File: src/rtl/arbitro_bus_rtc.sv
// Bus arbiter sharing the RTC bus-cycle engine between the read and write sequencers.
// Define ARB_PRIO_ESCRITURA_EN for fixed write priority instead of round robin.
module arbitro_bus_rtc #(
    parameter int REFRESH_CYC = 100000,
    parameter int TIMEOUT_CYC = 1023
) (
    input  logic       clk,
    input  logic       reset,
    input  logic       req_L,
    input  logic       req_E,
    input  logic [4:0] ctrl_L,
    input  logic [4:0] ctrl_E,
    input  logic       Final_WR,
    output logic       Inicio_L,
    output logic       gnt_L,
    output logic       gnt_E,
    output logic       Final_L,
    output logic       Final_E,
    output logic       Inicio_T,
    output logic [4:0] ctrl_bus,
    output logic       error_T,
    output logic       ocupado
);

    localparam int TW = $clog2(TIMEOUT_CYC);
    localparam int RW = $clog2(REFRESH_CYC);
    localparam logic [TW-1:0] TO_LAST  = TW'(TIMEOUT_CYC - 1);
    localparam logic [RW-1:0] REF_LAST = RW'(REFRESH_CYC - 1);

    typedef enum logic [1:0] {IDLE, START, WAIT, CHECK} state_t;

    state_t        state;
    state_t        state_next;
    logic          gnt_l_next;
    logic          gnt_e_next;
    logic          load_ctrl;
    logic          win_l;
    logic          owner_req;
    logic          in_wait;
    logic          to_hit;
    logic [TW-1:0] to_cnt;
    logic [RW-1:0] ref_cnt;
    logic          ref_pend;

`ifdef ARB_PRIO_ESCRITURA_EN
    assign win_l = req_L && !req_E;
`else
    // last_e remembers who was granted most recently; it starts at E so the first tie goes to L.
    logic last_e;
    assign win_l = req_L && (!req_E || last_e);

    always_ff @(posedge clk or posedge reset) begin
        if (reset)
            last_e <= 1'b1;
        else if (state == IDLE && (req_L || req_E))
            last_e <= !win_l;
    end
`endif

    assign owner_req = gnt_L ? req_L : req_E;
    assign in_wait   = (state == WAIT);
    assign to_hit    = (to_cnt == TO_LAST);

    always_comb begin
        state_next = state;
        gnt_l_next = gnt_L;
        gnt_e_next = gnt_E;
        load_ctrl  = 1'b0;
        case (state)
            IDLE: begin
                if (req_L || req_E) begin
                    state_next = START;
                    gnt_l_next = win_l;
                    gnt_e_next = !win_l;
                    load_ctrl  = 1'b1;
                end
            end
            START: state_next = WAIT;
            WAIT: begin
                // A completion in the timeout cycle still counts as a normal completion.
                if (Final_WR) begin
                    state_next = CHECK;
                end else if (to_hit) begin
                    state_next = IDLE;
                    gnt_l_next = 1'b0;
                    gnt_e_next = 1'b0;
                end
            end
            CHECK: begin
                if (owner_req) begin
                    state_next = START;
                    load_ctrl  = 1'b1;
                end else begin
                    state_next = IDLE;
                    gnt_l_next = 1'b0;
                    gnt_e_next = 1'b0;
                end
            end
            default: state_next = IDLE;
        endcase
    end

    always_ff @(posedge clk or posedge reset) begin
        if (reset) begin
            state    <= IDLE;
            gnt_L    <= 1'b0;
            gnt_E    <= 1'b0;
            ctrl_bus <= 5'b00000;
        end else begin
            state <= state_next;
            gnt_L <= gnt_l_next;
            gnt_E <= gnt_e_next;
            if (load_ctrl)
                ctrl_bus <= gnt_l_next ? ctrl_L : ctrl_E;
        end
    end

    always_ff @(posedge clk or posedge reset) begin
        if (reset)
            to_cnt <= '0;
        else if (state == START)
            to_cnt <= '0;
        else if (in_wait)
            to_cnt <= to_cnt + 1'b1;
    end

    // Free-running refresh timer; an expiry stays pending until the read side is idle.
    always_ff @(posedge clk or posedge reset) begin
        if (reset) begin
            ref_cnt  <= '0;
            ref_pend <= 1'b0;
        end else begin
            ref_cnt  <= (ref_cnt == REF_LAST) ? '0 : ref_cnt + 1'b1;
            ref_pend <= (ref_cnt == REF_LAST) || (ref_pend && !Inicio_L);
        end
    end

    assign Inicio_L = ref_pend && !gnt_L && !req_L;
    assign Inicio_T = (state == START);
    assign Final_L  = in_wait && Final_WR && gnt_L;
    assign Final_E  = in_wait && Final_WR && gnt_E;
    assign error_T  = in_wait && !Final_WR && to_hit;
    assign ocupado  = (state != IDLE);

endmodule

File: config.mk
export PLATFORM = sky130hd
export DESIGN_NAME = arbitro_bus_rtc
export DESIGN_NICKNAME = d
export VERILOG_FILES = /design/src/rtl/arbitro_bus_rtc.sv
export SDC_FILE = /design/constraint.sdc
export NUM_CORES = 1
export LEC_CHECK = 0
export CAP_MARGIN = 20
export CORE_MARGIN = 2
export CORE_UTILIZATION = 30
export DETAILED_ROUTE_END_ITERATION = 6
export GPL_ROUTABILITY_DRIVEN = 0
export PLACE_DENSITY = 0.47
export SLEW_MARGIN = 5
export SYNTH_ARGS = -nofsm -noshare
export SYNTH_HDL_FRONTEND = slang
export SYNTH_SLANG_ARGS = --single-unit
File: constraint.sdc
create_clock -name clk -period 3.3 [get_ports clk]
set_input_delay 0.495 -clock clk [delete_from_list [all_inputs] [get_ports clk]]
set_output_delay 0.495 -clock clk [all_outputs]
set_load 0.02 [all_outputs]
==> results.md, run 1 <==
* Post-CTS Setup Inserts at 0
* Synth async-reset ratio at 1.00
* Worst-path clk slew at 80 ps
* Most frequent cells in the layout: 37 x dfrtp_1, 27 x clkdlybuf4s50_1, 21 x nor2_1
* EDFF count, synth at 0
* CTS tree: built
* DRT iter0 DRCs at 44
* Core area at 6420 um2
* Largest net degree at the start of global routing at 39
* DP Worst Slack at 911 ps
* R2r startpoint: state[1]$_DFFE_PP0P_
* GRT Overall Usage at 0.117
* Hold Crit Start: ref_cnt[0]$_DFF_PP0_
* Initial cell density of the core at 0.314
* Hold Fails Final Rpt at 0
* TNS Setup at 0 ps
* Min Clock Period, post-route at 2580 ps
* Slew @ Worst Pin at 604 ps
* Nets at 255
* Crit Path Max Fanout at 5
* Power Total at 1.93 mW
* Placement row count at 29
* Worst Setup Start Kind: register
* Die Height at 86.0 um
* Most common cell after layout, fill and taps aside: dfrtp_1
* Top cell type's share of synthesized area at 0.459
* Post-route DRC at 0
* Placed cell count at 303
* Hold depth at 1
* Clk buf depth at 2
* Vias per cell at 4.80
* Register area at 952 um2
* Status: complete, no violations
* Non-filler instance count after layout at 311
* Multi-input gate area at 988 um2
* Share of post-route cells with drive strength above 1 at 0.0684
* Arrival time worst endpoint at 2080 ps
* Final WL at 3980 um
* First-pass GRT wire length at 6820 um
* Register area share after synthesis at 0.472
* Final Max Tran Viols at 0
* Hold buffers post-CTS at 0
* Initial antenna violation count at 0
* Mapped Area at 2020 um2
* CTS H-Tree Depth at 2
* Most used DFF post-synth: dfrtp_1
* Area leader, netlist: dfrtp_1
* CP endpoint kind: primary output
* ANT nets after route at 0
* Worst EP required at 2800 ps
* Post-DP HPWL at 2760 um
* CP Class: register to primary output
* Initial DRT Pass Iterations at 4
* Syn_nets at 225
* R2R Setup Slk at 1070 ps
* Clock sinks at 38
* GR Overflow Total at 0
* Cell area power density at 772 nW/um2
* DR WL/cell at 12.8 um
* Cts bufs inserted at 5
* Ant diodes at 0
* Area Growth Syn to Fin at 24.3%
* Area contributors post-synth: dfrtp_1 46%, xnor2_1 5.6%, ha_1 4.3%
* End of the worst hold path: ref_cnt[0]$_DFF_PP0_
* Synth Register Bits at 38
* Post_cts resized at 0
* Count of maximum capacitance violations at 0
* Mean Syn Cell Area at 9.93 um2
* Number of global-route vias before repair at 1478
* Clock Skew at 9.25 ps
* Max Freq at 0.388 GHz
* Synth cell types at 36
* RSZ-0062 raised after global routing: false
* Min Hold Slack at 487 ps
* Hold Crit Class: register to register
* Slew headroom at 0.596
* Leakage at 1.10 nW
* R2R depth at 7
* Max VDD drop at 207 uV
* Crit Reg-Reg Endpoint: ctrl_bus[4]$_DFFE_PP0P_
* Fillers at 643
* Worst-Skew Late Latency at 300 ps
* Die area at 7390 um2
* # port buffers at 27
* Setup-failing EPs final at 0
* Vias at 1492
* Width of the die at 86.0 um
* Synth warn at 0
* Tcrit/Tclk final at 0.782
* Final worst slack at 721 ps
* Mapped Cells at 203
* Root buf cell: clkbuf_8
* # IOs at 28
-- worst max-delay path: stages (launching register included) --
cell             delay (ps)
dfrtp_1                 400
inv_1                    90
ha_1                    140
and3_1                  200
nand3_4                 130
nor3b_1                 200
clkdlybuf4s50_1         630
-- Yosys cell counts, drive strengths merged, types with 2 or more instances --
cell type / n
o21a: 3
nor3: 2
nor4: 2
ha: 7
o21ai: 4
mux2i: 8
o22ai: 5
nor2: 21
clkbuf: 4
xor2: 6
nor3b: 4
xnor2: 13
a21oi: 15
and3: 11
nand3: 14
inv: 13
nand2: 13
a31oi: 3
nand4: 2
nand2b: 3
nor2b: 3
dfrtp: 37
-- power breakdown --
| group | total (mW) | internal, mW | leakage [nW] | switching [mW] |
|---|---|---|---|---|
| clock network | 0.494 | 0.323 | 0.0714 | 0.171 |
| logic | 0.784 | 0.348 | 0.546 | 0.436 |
| registers | 0.655 | 0.572 | 0.482 | 0.0838 |
-- registers in the layout, indices dropped and copies added (netlist names), named ones only --
signal	flops
ctrl_bus	5
gnt_E	1
last_e	1
ref_cnt	17
ref_pend	1
state	2
to_cnt	10
-- cell families (layout without fill, tap and decap cells) --
logic type | Yosys count | in the layout | share of synthesized area
AOI/OAI and AO/OA | 34 | 34 | 0.112
xor gates and xnor gates | 19 | 19 | 0.0826
adders and majority gates | 7 | 7 | 0.0434
buffers and inverters | 18 | 49 | 0.0372
DFF | 38 | 38 | 0.472
muxes | 8 | 8 | 0.0397
and+or+nand+nor | 79 | 79 | 0.213
-- metal layers --
metal | part of all wire | wire length, um | global-route usage
met1 | 0.49 | 1950 | 0.150
met2 | 0.45 | 1770 | 0.184
met3 | 0.047 | 188 | 0.0356
met4 | 0.018 | 71 | 0.0476
met5 | 0 | 0 | 0
-- worst max path at each step --
stage          slack, ps                  start  endpoint  cells after the start
2_1_floorplan       1380  to_cnt[0]$_DFFE_PP0P_   error_T                      5
4_1_cts              690  to_cnt[0]$_DFFE_PP0P_   error_T                      6
5_1_grt              580  to_cnt[0]$_DFFE_PP0P_   error_T                      6
3_3_place_gp         920                  req_L  Inicio_L                      3
6_report             720  to_cnt[0]$_DFFE_PP0P_   error_T                      6
3_5_place_dp         910                  req_L  Inicio_L                      3
-- through the flow --
stage	util	instance area (um2)
after floorplan	-	2020
after global placement	0.368	2360
after detailed placement	0.368	2360
after CTS	0.390	2510
after global routing	0.390	2510
final	0.390	2510
-- layout make-up --
| type | count | area share |
|---|---|---|
| multi-input combinational | 147 | 0.394 |
| sequential | 38 | 0.380 |
| timing repair buffer | 28 | 0.111 |
| tap | 77 | 0.0384 |
| clock buffer | 6 | 0.0330 |
| clock inverter | 2 | 0.0240 |
| inverter | 13 | 0.0195 |
Note: power is estimated with default switching activity, not from simulation.
==> run 2, diff against run 1 <==
--- a/config.mk
+++ b/config.mk
@@ -10,7 +10,7 @@
 export CORE_UTILIZATION = 30
 export DETAILED_ROUTE_END_ITERATION = 6
 export GPL_ROUTABILITY_DRIVEN = 0
-export PLACE_DENSITY = 0.47
+export PLACE_DENSITY = 0.49
 export SLEW_MARGIN = 5
 export SYNTH_ARGS = -nofsm -noshare
 export SYNTH_HDL_FRONTEND = slang
==> constraint.sdc (replaced) <==
create_clock -name clk -period 2.3 [get_ports clk]
set_input_delay 0.345 -clock clk [delete_from_list [all_inputs] [get_ports clk]]
set_output_delay 0.345 -clock clk [all_outputs]
set_load 0.02 [all_outputs]
==> run 2 against run 1 <==
Effect of this change:
- non-clock buffer count is 5 higher
- routed wire length shrank 2.7%
- via count is 0.34% lower
- sequential share of layout area rose by 0.095 points
==> results.md, run 2 (synthesized netlist as in run 1, its figures left out) <==
* GRT Overall Usage at 0.119
* Cts bufs inserted at 5
* Leakage at 1.12 nW
* Crit Path Max Fanout at 8
* Vias per cell at 4.71
* Clock sinks at 38
* Nets at 260
* Final Max Tran Viols at 0
* Min Clock Period, post-route at 2160 ps
* Most frequent cells in the layout: 37 x dfrtp_1, 25 x clkdlybuf4s50_1, 21 x nor2_1
* R2R Setup Slk at 370 ps
* Register area at 952 um2
* Multi-input gate area at 991 um2
* Post-DP HPWL at 2730 um
* Crit Reg-Reg Endpoint: ctrl_bus[1]$_DFFE_PP0P_
* RSZ-0062 raised after global routing: false
* Crit-path max cell delay at 600 ps
* Worst-path clk slew at 70 ps
* Worst Setup Start Kind: register
* Worst EP required at 1960 ps
* Width of the die at 86.0 um
* Clk buf depth at 2
* Initial cell density of the core at 0.314
* Max reg flops at 17
* Hold Crit Class: input port to asynchronous set/reset pin
* R2r startpoint: state[1]$_DFFE_PP0P_
* Slew @ Worst Pin at 518 ps
* R2R depth at 7
* Count of maximum capacitance violations at 0
* Placement row count at 29
* Top flop regs: ref_cnt x17, to_cnt x10, ctrl_bus x5
* Status: complete, no violations
* # port buffers at 27
* Vias at 1487
* Die Height at 86.0 um
* Biggest register: ref_cnt
* First-pass GRT wire length at 6960 um
* CP Class: register to primary output
* Worst-Skew Late Latency at 290 ps
* Final WL at 3870 um
* Core area at 6420 um2
* # IOs at 28
* Design Area, Final at 2500 um2
* Ant diodes at 0
* CP bufs+invs at 2
* Number of global-route vias before repair at 1476
* Min Hold Slack at 455 ps
* Setup-failing EPs final at 0
* Cell family with most CP delay: buffers and inverters
* Post-CTS Setup Inserts at 0
* Tcrit/Tclk final at 0.941
* DP Area at 2400 um2
* CP endpoint kind: primary output
* CTS H-Tree Depth at 2
* Power Total at 2.62 mW
* Area Growth Syn to Fin at 24.0%
* TNS Setup at 0 ps
* DR WL/cell at 12.3 um
* Max VDD drop at 313 uV
* Post-route DRC at 0
* CP Depth at 4
* Critical path, cell by cell: inv_1 -> ha_2 -> and3_1 -> clkdlybuf4s50_1
* Root buf cell: clkbuf_8
* Largest net degree at the start of global routing at 39
* Fillers at 636
* Clock Skew at 6.96 ps
* Arrival time worst endpoint at 1820 ps
* Initial DRT Pass Iterations at 4
* CP max-delay cell: clkdlybuf4s50_1
* Max Freq at 0.462 GHz
* Most common cell after layout, fill and taps aside: dfrtp_1
* Crit path from: state[0]$_DFFE_PP0P_
* Share of post-route cells with drive strength above 1 at 0.0921
* Hold buffers post-CTS at 0
* Initial antenna violation count at 0
* CTS tree: built
* Slew headroom at 0.652
* Hold Fails Final Rpt at 0
* Cell area power density at 1050 nW/um2
* DRT iter0 DRCs at 48
* ANT nets after route at 0
* GR Overflow Total at 0
* Die area at 7390 um2
* CP Capture Point: Final_E
[run 2: through the flow]
stage,utilization,setup WS [ps],std cells
detailed placement,0.374,175,308
CTS,0.389,57.2,316
global route,0.389,24.9,316
global placement,0.374,206,308
finish,0.389,136,316
floorplan,-,427,203
[run 2: worst min-delay path: stages]
cell and delay (ps):
clkdlybuf4s50_1 390, inv_1 50, buf_4 400
[run 2: report_power, final]
part / total (mW) / switching, mW / internal [mW]
sequential: 0.937 / 0.117 / 0.820
combinational: 1.20 / 0.656 / 0.545
clock: 0.483 / 0.242 / 0.241
[run 2: how the worst min path moves through the flow]
stage	cells after the start	end	slack (ps)	start
2_1_floorplan	1	ref_cnt[0]$_DFF_PP0_	450	ref_cnt[0]$_DFF_PP0_
3_3_place_gp	1	ref_cnt[0]$_DFF_PP0_	480	ref_cnt[0]$_DFF_PP0_
6_report	3	ref_cnt[1]$_DFF_PP0_	460	reset
4_1_cts	3	ref_cnt[13]$_DFF_PP0_	480	reset
3_5_place_dp	1	ref_cnt[4]$_DFF_PP0_	480	ref_cnt[4]$_DFF_PP0_
5_1_grt	3	ref_cnt[13]$_DFF_PP0_	530	reset
[run 2: timing repair]
item                       in CTS  in global routing
gates resized for setup         2                  1
setup endpoints to repair       2                  1
pin swaps                       0                  0
cloned                          0                  0
[run 2: routing by layer]
metal  part of all wire  global-route usage
met3              0.056              0.0337
met2               0.43               0.173
met1               0.50               0.170
met5                  0                   0
met4              0.012              0.0346
[run 2: layout make-up]
| type | count | share of cell area |
|---|---|---|
| multi-input combinational | 147 | 0.396 |
| sequential | 38 | 0.381 |
| timing repair buffer | 33 | 0.127 |
| tap | 77 | 0.0385 |
| clock buffer | 6 | 0.0330 |
| inverter | 13 | 0.0195 |
| clock inverter | 2 | 0.00501 |
